`config.mk`:
```
export PLATFORM = sky130hd
export DESIGN_NAME = gyro_frame_assembler
export DESIGN_NICKNAME = d
export VERILOG_FILES = /design/src/rtl/gyro_frame_assembler.sv
export SDC_FILE = /design/constraint.sdc
export NUM_CORES = 1
export LEC_CHECK = 0
export BUFFER_PORTS_ARGS = -buffer_cell sky130_fd_sc_hd__buf_4
export CORE_ASPECT_RATIO = 1.25
export CORE_UTILIZATION = 40
export DETAILED_ROUTE_END_ITERATION = 10
export GPL_TIMING_DRIVEN = 0
export PLACE_DENSITY_LB_ADDON = 0.1
export SKIP_CTS_REPAIR_TIMING = 1
export SYNTH_ARGS = -nofsm -noshare
export SYNTH_HDL_FRONTEND = slang
export SYNTH_SLANG_ARGS = --single-unit
```
`constraint.sdc`:
```
create_clock -name clk -period 2.33 [get_ports clk]
set_clock_uncertainty 0.2 [all_clocks]
set_input_delay 0.1165 -clock clk [delete_from_list [all_inputs] [get_ports clk]]
set_output_delay 0.1165 -clock clk [all_outputs]
set_load 0.01 [all_outputs]
```
`src/rtl/gyro_frame_assembler.sv`:
```
// Assembles the 8-byte PmodGYRO burst (TEMP, STATUS, XL..ZH) into shadow registers and commits whole frames atomically.
// Optional: define GYRO_STATUS_GATE_EN to update x/y/z only when STATUS.ZYXDA is set.
module gyro_frame_assembler #(
   parameter int unsigned FRAME_BYTES = 8
) (
   input  logic        clk,
   input  logic        rst,
   input  logic        start_frame,
   input  logic        byte_valid,
   input  logic [7:0]  byte_in,
   output logic [15:0] x_axis,
   output logic [15:0] y_axis,
   output logic [15:0] z_axis,
   output logic [7:0]  temp_data,
   output logic [7:0]  status_reg,
   output logic        frame_done,
   output logic        frame_abort,
   output logic        busy
);

   typedef enum logic [1:0] {
      ST_IDLE,
      ST_COLLECT,
      ST_COMMIT
   } state_t;

   localparam logic [2:0] LAST_IDX = 3'(FRAME_BYTES - 1);

   state_t     state, state_next;
   logic [2:0] idx, idx_next;
   logic [2:0] wr_idx;
   logic       store;
   logic       commit;
   logic       abort;
   logic [7:0] shadow [FRAME_BYTES];

   always_comb begin
      state_next = state;
      idx_next   = idx;
      wr_idx     = idx;
      store      = 1'b0;
      commit     = 1'b0;
      abort      = 1'b0;
      case (state)
         ST_IDLE: begin
            if (start_frame) begin
               state_next = ST_COLLECT;
               idx_next   = '0;
               wr_idx     = '0;
               store      = byte_valid;
               if (byte_valid) idx_next = 3'd1;
            end
         end
         ST_COLLECT: begin
            // A fresh start_frame outranks any in-flight byte, even the last one.
            if (start_frame) begin
               abort    = 1'b1;
               idx_next = '0;
               wr_idx   = '0;
               store    = byte_valid;
               if (byte_valid) idx_next = 3'd1;
            end else if (byte_valid) begin
               store    = 1'b1;
               idx_next = idx + 3'd1;
               if (idx == LAST_IDX) state_next = ST_COMMIT;
            end
         end
         ST_COMMIT: begin
            commit     = 1'b1;
            state_next = ST_IDLE;
            idx_next   = '0;
            wr_idx     = '0;
            if (start_frame) begin
               state_next = ST_COLLECT;
               store      = byte_valid;
               if (byte_valid) idx_next = 3'd1;
            end
         end
         default: begin
            state_next = ST_IDLE;
            idx_next   = '0;
         end
      endcase
   end

   always_ff @(posedge clk) begin
      if (rst) begin
         state       <= ST_IDLE;
         idx         <= '0;
         x_axis      <= '0;
         y_axis      <= '0;
         z_axis      <= '0;
         temp_data   <= '0;
         status_reg  <= '0;
         frame_done  <= 1'b0;
         frame_abort <= 1'b0;
         busy        <= 1'b0;
         for (int unsigned i = 0; i < FRAME_BYTES; i++) shadow[i] <= '0;
      end else begin
         state       <= state_next;
         idx         <= idx_next;
         frame_done  <= commit;
         frame_abort <= abort;
         busy        <= (state_next == ST_COLLECT);
         if (store) shadow[wr_idx] <= byte_in;
         // Commit reads the old shadow even if a coincident start byte overwrites slot 0.
         if (commit) begin
            temp_data  <= shadow[0];
            status_reg <= shadow[1];
`ifdef GYRO_STATUS_GATE_EN
            if (shadow[1][3]) begin
               x_axis <= {shadow[3], shadow[2]};
               y_axis <= {shadow[5], shadow[4]};
               z_axis <= {shadow[7], shadow[6]};
            end
`else
            x_axis <= {shadow[3], shadow[2]};
            y_axis <= {shadow[5], shadow[4]};
            z_axis <= {shadow[7], shadow[6]};
`endif
         end
      end
   end

endmodule

```
# After elaboration in Yosys (flattened, before gate mapping)
# Memory sizes are Yosys's and may differ from the RTL's. A register that Yosys moved wholly into a read port is not among the register bits.
# Cells that the tools add are included.
# word_totals
ff_bits,8
ram_bits,64
in_bits,12
out_inout_bits,67
word_cells,48
mem_count,1
# mem_list
name,words,width,rd,rd_ports_with_merged_regs,write_ports,line,text
shadow,8,8,8,8,8,35,logic [7:0] shadow [FRAME_BYTES];
# classes
addsub,1
n_eq_ne,6
mux,28
bitwise,1
n_reduce_logical,6
# ops
op,count
$mux W3,6
$mux W1,13
$pmux W3 S3,1
$mux W2,4
$mux W8,1
$reduce_or A8 Y1,1
$pmux W2 S3,1
$pmux W3 S2,1
$reduce_or A2 Y1,3
$eq A2 B1 Y1 const B,2
$add A3 B1 Y3 const B,1
$eq A3 B3 Y1 const B,1
$ne A3 B3 Y1 const B,1
$eq A2 B2 Y1 const B,1
$logic_not A2 Y1,1
$ne A2 B2 Y1 const B,1
$pmux W1 S2,1
$reduce_and A2 Y1,1
$not A1 Y1,1

# Depth between registers and ports, before layout
# depth
word_depth,8
depth_mapped,7
mapped_depth_nobuf,5

# Least setup slack after synthesis
# Ideal clock, no wire load.
# synth_timing
kind,flip-flop to flip-flop
from,reg state[1]
to,"mem shadow[6][0], enable pin"
setup_time_ps,375
t_arrival_ps,1486
required_time_ps,1755
path_slack_ps,269
stages_incl_launch_ff,6
path_buffers,2
synth_period_minus_slack_ps,2061
path_cell_list,dfxtp_1 -> buf_6 -> nor2_1 -> o211ai_2 -> buf_6 -> o21bai_1
# synth_rtl
item,line,text
"start, declared",29,"state_t state, state_next;"
"start signal, assigned",100,state <= state_next;
"end, declared",35,

==> metrics.txt <==
clock group share of total power=50.1%; status=finished, violations left; initial antenna violation count=0; crit path time final=2200 ps; total global routing overflow=0; crit-path max FO=10; Mapped Nets=507; worst path bufs/invs=2; sequential fraction of design power=47.2%; total number of vias=3708; net load switching power=0.00105 W; most frequent cells in the layout=nand2_1 (134), buf_4 (75), dfxtp_1 (72), a21oi_1 (66), edfxtp_1 (64); endpoints failing hold=2; cell area after technology mapping=0.00507 sq mm; CTS Root Cell=clkbuf_16; Seq/Total Area, Yosys=66.4%; largest family of logic cells by synthesized area=simple AND/OR/NAND/NOR gates; Residual DRC=0; number of I/O port buffers=75; Worst setup endpoint=shadow[6][5]; max reg flops=64; post-synthesis mux area share=0%; Hold WS=-6.31 ps; PwrDens=837 mW/mm^2; DR vias/cell=4.85; largest net degree at the start of global routing=17; final WL=11.7 mm; Area Growth Syn to Fin=28.0%; Inserted Diodes=0; Max Root-Sink Buffers=2; Reg2Reg Capture Point=shadow[6][5]; Slew headroom=54.6%; H-tree Lvls=4; actual slew at the worst max-slew pin=681 ps; TritonCTS clock tree=yes; TritonCTS sink count=136; violated checks=negative hold slack; wire per inst=15.3 microns; Avg Synthesized Cell Area=10.3 sq um; final instance area=0.00648 sq mm; Final ANT Viol Nets=0; area share of and/or/nand/nor cells after synthesis=18.2%; Synth warnings=0; period utilization=94.3%; Crit path required time=2180 ps; fill count=1160; gr busiest metal=met2; DP Area=0.00583 sq mm; number of buffers created by CTS=17; share of cells above drive strength 1=24.0%; nets@finish=603; overall routing resource usage=19.3%; DIE AREA=0.0131 sq mm; most common cell after layout, fill and taps aside=nand2_1; count of cell types in the netlist=27; post-synthesis cell count=493; register area=0.00336 sq mm; clock latency on the worst-skew pair=410 ps; Hold Crit Start=byte_in[6]; critical path depth in cells=5; Pleak=2.45 nW; met1 global-route usage=25.1%; Worst VDD drop=0.477 mV; CP max stage delay=370 ps; critical path class=reg -> reg; Reg clk slew, reported paths=60 ps; Yosys reg bits=136; vias in the first global route=3610; Worst Path Arrival=2050 ps; max cap viols=0; Final HPWL DP=8.46 mm; Hold Path Class=in -> reg; post-synthesis adder-cell area fraction=0.494%; slowest CP cell=o21bai_2; RD Place Congestion=0.817; CP endpoint kind=flip-flop; Starting DRT DRC Count=178; most flop-heavy register=shadow; crit start category=flip-flop; GRT met3 Usage=5.18%; first-pass GRT wire length=18.5 mm; internal power=0.00438 W; setup violators final=0; Initial Util=41.3%; Multi-input gate area=0.00146 sq mm; Die Span Y=128 microns; Setup crit start=state[1]; Die Wd=103 microns; critical-path cell list=buf_6, nor2_1, o211ai_2, buf_6, o21bai_2; Sw Ratio=19.3%; core area=0.0123 sq mm; Final Max Slew Viols=0; highest clock rate=455 MHz; row cnt=45; Most common cell on crit path=buf_6; Detailed Routing Iterations Pass 1=5; io pins=79; fraction of power consumed by combinational cells=2.6%; R2R Setup Slk=130 ps; M2 GR Usage=31.3%; critical path's top delay family=compound AO/OA/AOI/OAI gates; R2R depth=5; post-synthesis compound-gate area fraction=9.66%; Worst R2R Start=state[1]; Synth Area in XOR/XNOR=0%
## metrics by stage
step                util (%)  std cells  setup TNS [ps]  worst slack, ps  total power, W
finish                  52.8        765               0              133         0.00542
global route            52.8        765           -1.97           -0.828         0.00559
CTS                     52.5        763           -3260             -137         0.00546
detailed placement      47.5        732           -2680             -112         0.00275
global placement        47.5        732           -1280            -57.8         0.00275
floorplan                  -        493               0              269         0.00269
## cells in the mapped netlist
master / n / area [sq um]
o211ai_2: 2 / 25.0
edfxtp_1: 64 / 1920
a2111o_1: 1 / 11.3
and4_1: 1 / 8.76
o211ai_1: 1 / 7.51
o21ai_2: 2 / 17.5
nor2b_1: 4 / 25.0
dfxtp_1: 72 / 1440
o21bai_2: 2 / 22.5
ha_1: 2 / 25.0
nand2b_1: 1 / 6.26
o21bai_1: 6 / 45.0
a21oi_1: 66 / 330
and3_1: 1 / 6.26
o22a_1: 1 / 8.76
inv_1: 10 / 37.5
and2_4: 1 / 8.76
buf_6: 8 / 90.1
nand3_1: 10 / 50.1
clkbuf_1: 10 / 37.5
a21boi_0: 2 / 15.0
nor2_1: 34 / 128
nor3_1: 36 / 180
buf_2: 20 / 100
a31oi_1: 1 / 6.26
nand3b_1: 1 / 7.51
nand2_1: 134 / 503
## tightest hold or removal path, delay by kind of cell
family / cells / cell delay (ps)
buf+inv: 2 / 170
simple gates: 1 / 180
## routing by layer
| metal | vias up | part of all wire (%) | wire length (microns) |
|---|---|---|---|
| met3 | 7 | 5.6 | 656 |
| met5 | - | 0 | 0 |
| met1 | 1736 | 45 | 5250 |
| li1 | 1856 | - | - |
| met4 | 0 | 0.68 | 80 |
| met2 | 109 | 49 | 5720 |
## cell type report
| type | count | area share (%) |
|---|---|---|
| sequential | 136 | 51.9 |
| timing repair buffer | 77 | 8.99 |
| multi-input combinational | 309 | 22.5 |
| clock inverter | 8 | 1.81 |
| buffer | 38 | 3.51 |
| inverter | 10 | 0.579 |
| tap | 164 | 3.16 |
| clock buffer | 23 | 7.55 |
## kinds of logic (layout without fill, tap and decap cells)
logic type                 Yosys count  count (layout)
DFF                                136             136
buffers and inverters               48             156
AOI/OAI and AO/OA                   84              84
adders and majority gates            2               2
and+or+nand+nor                    223             223
## power by group through the flow
stage	combinational, W	sequential (W)	clock, W
final	0.000141	0.00256	0.00272
after detailed placement	0.000137	0.00261	0
after global routing	0.000156	0.00257	0.00287
after global placement	0.000135	0.00261	0
after CTS	0.000138	0.00256	0.00276
after floorplan	0.0000860	0.00261	0
## worst min-delay path by stage
stage | endpoint | slack, ps | cells past startpoint
floorplan | frame_abort | 190 | 3
CTS | frame_abort | -210 | 3
global placement | frame_abort | 210 | 3
finish | shadow[4][6] | -6 | 3
global route | shadow[2][5] | 10 | 3
detailed placement | frame_abort | 230 | 3
(Power assumes the default switching activity.)
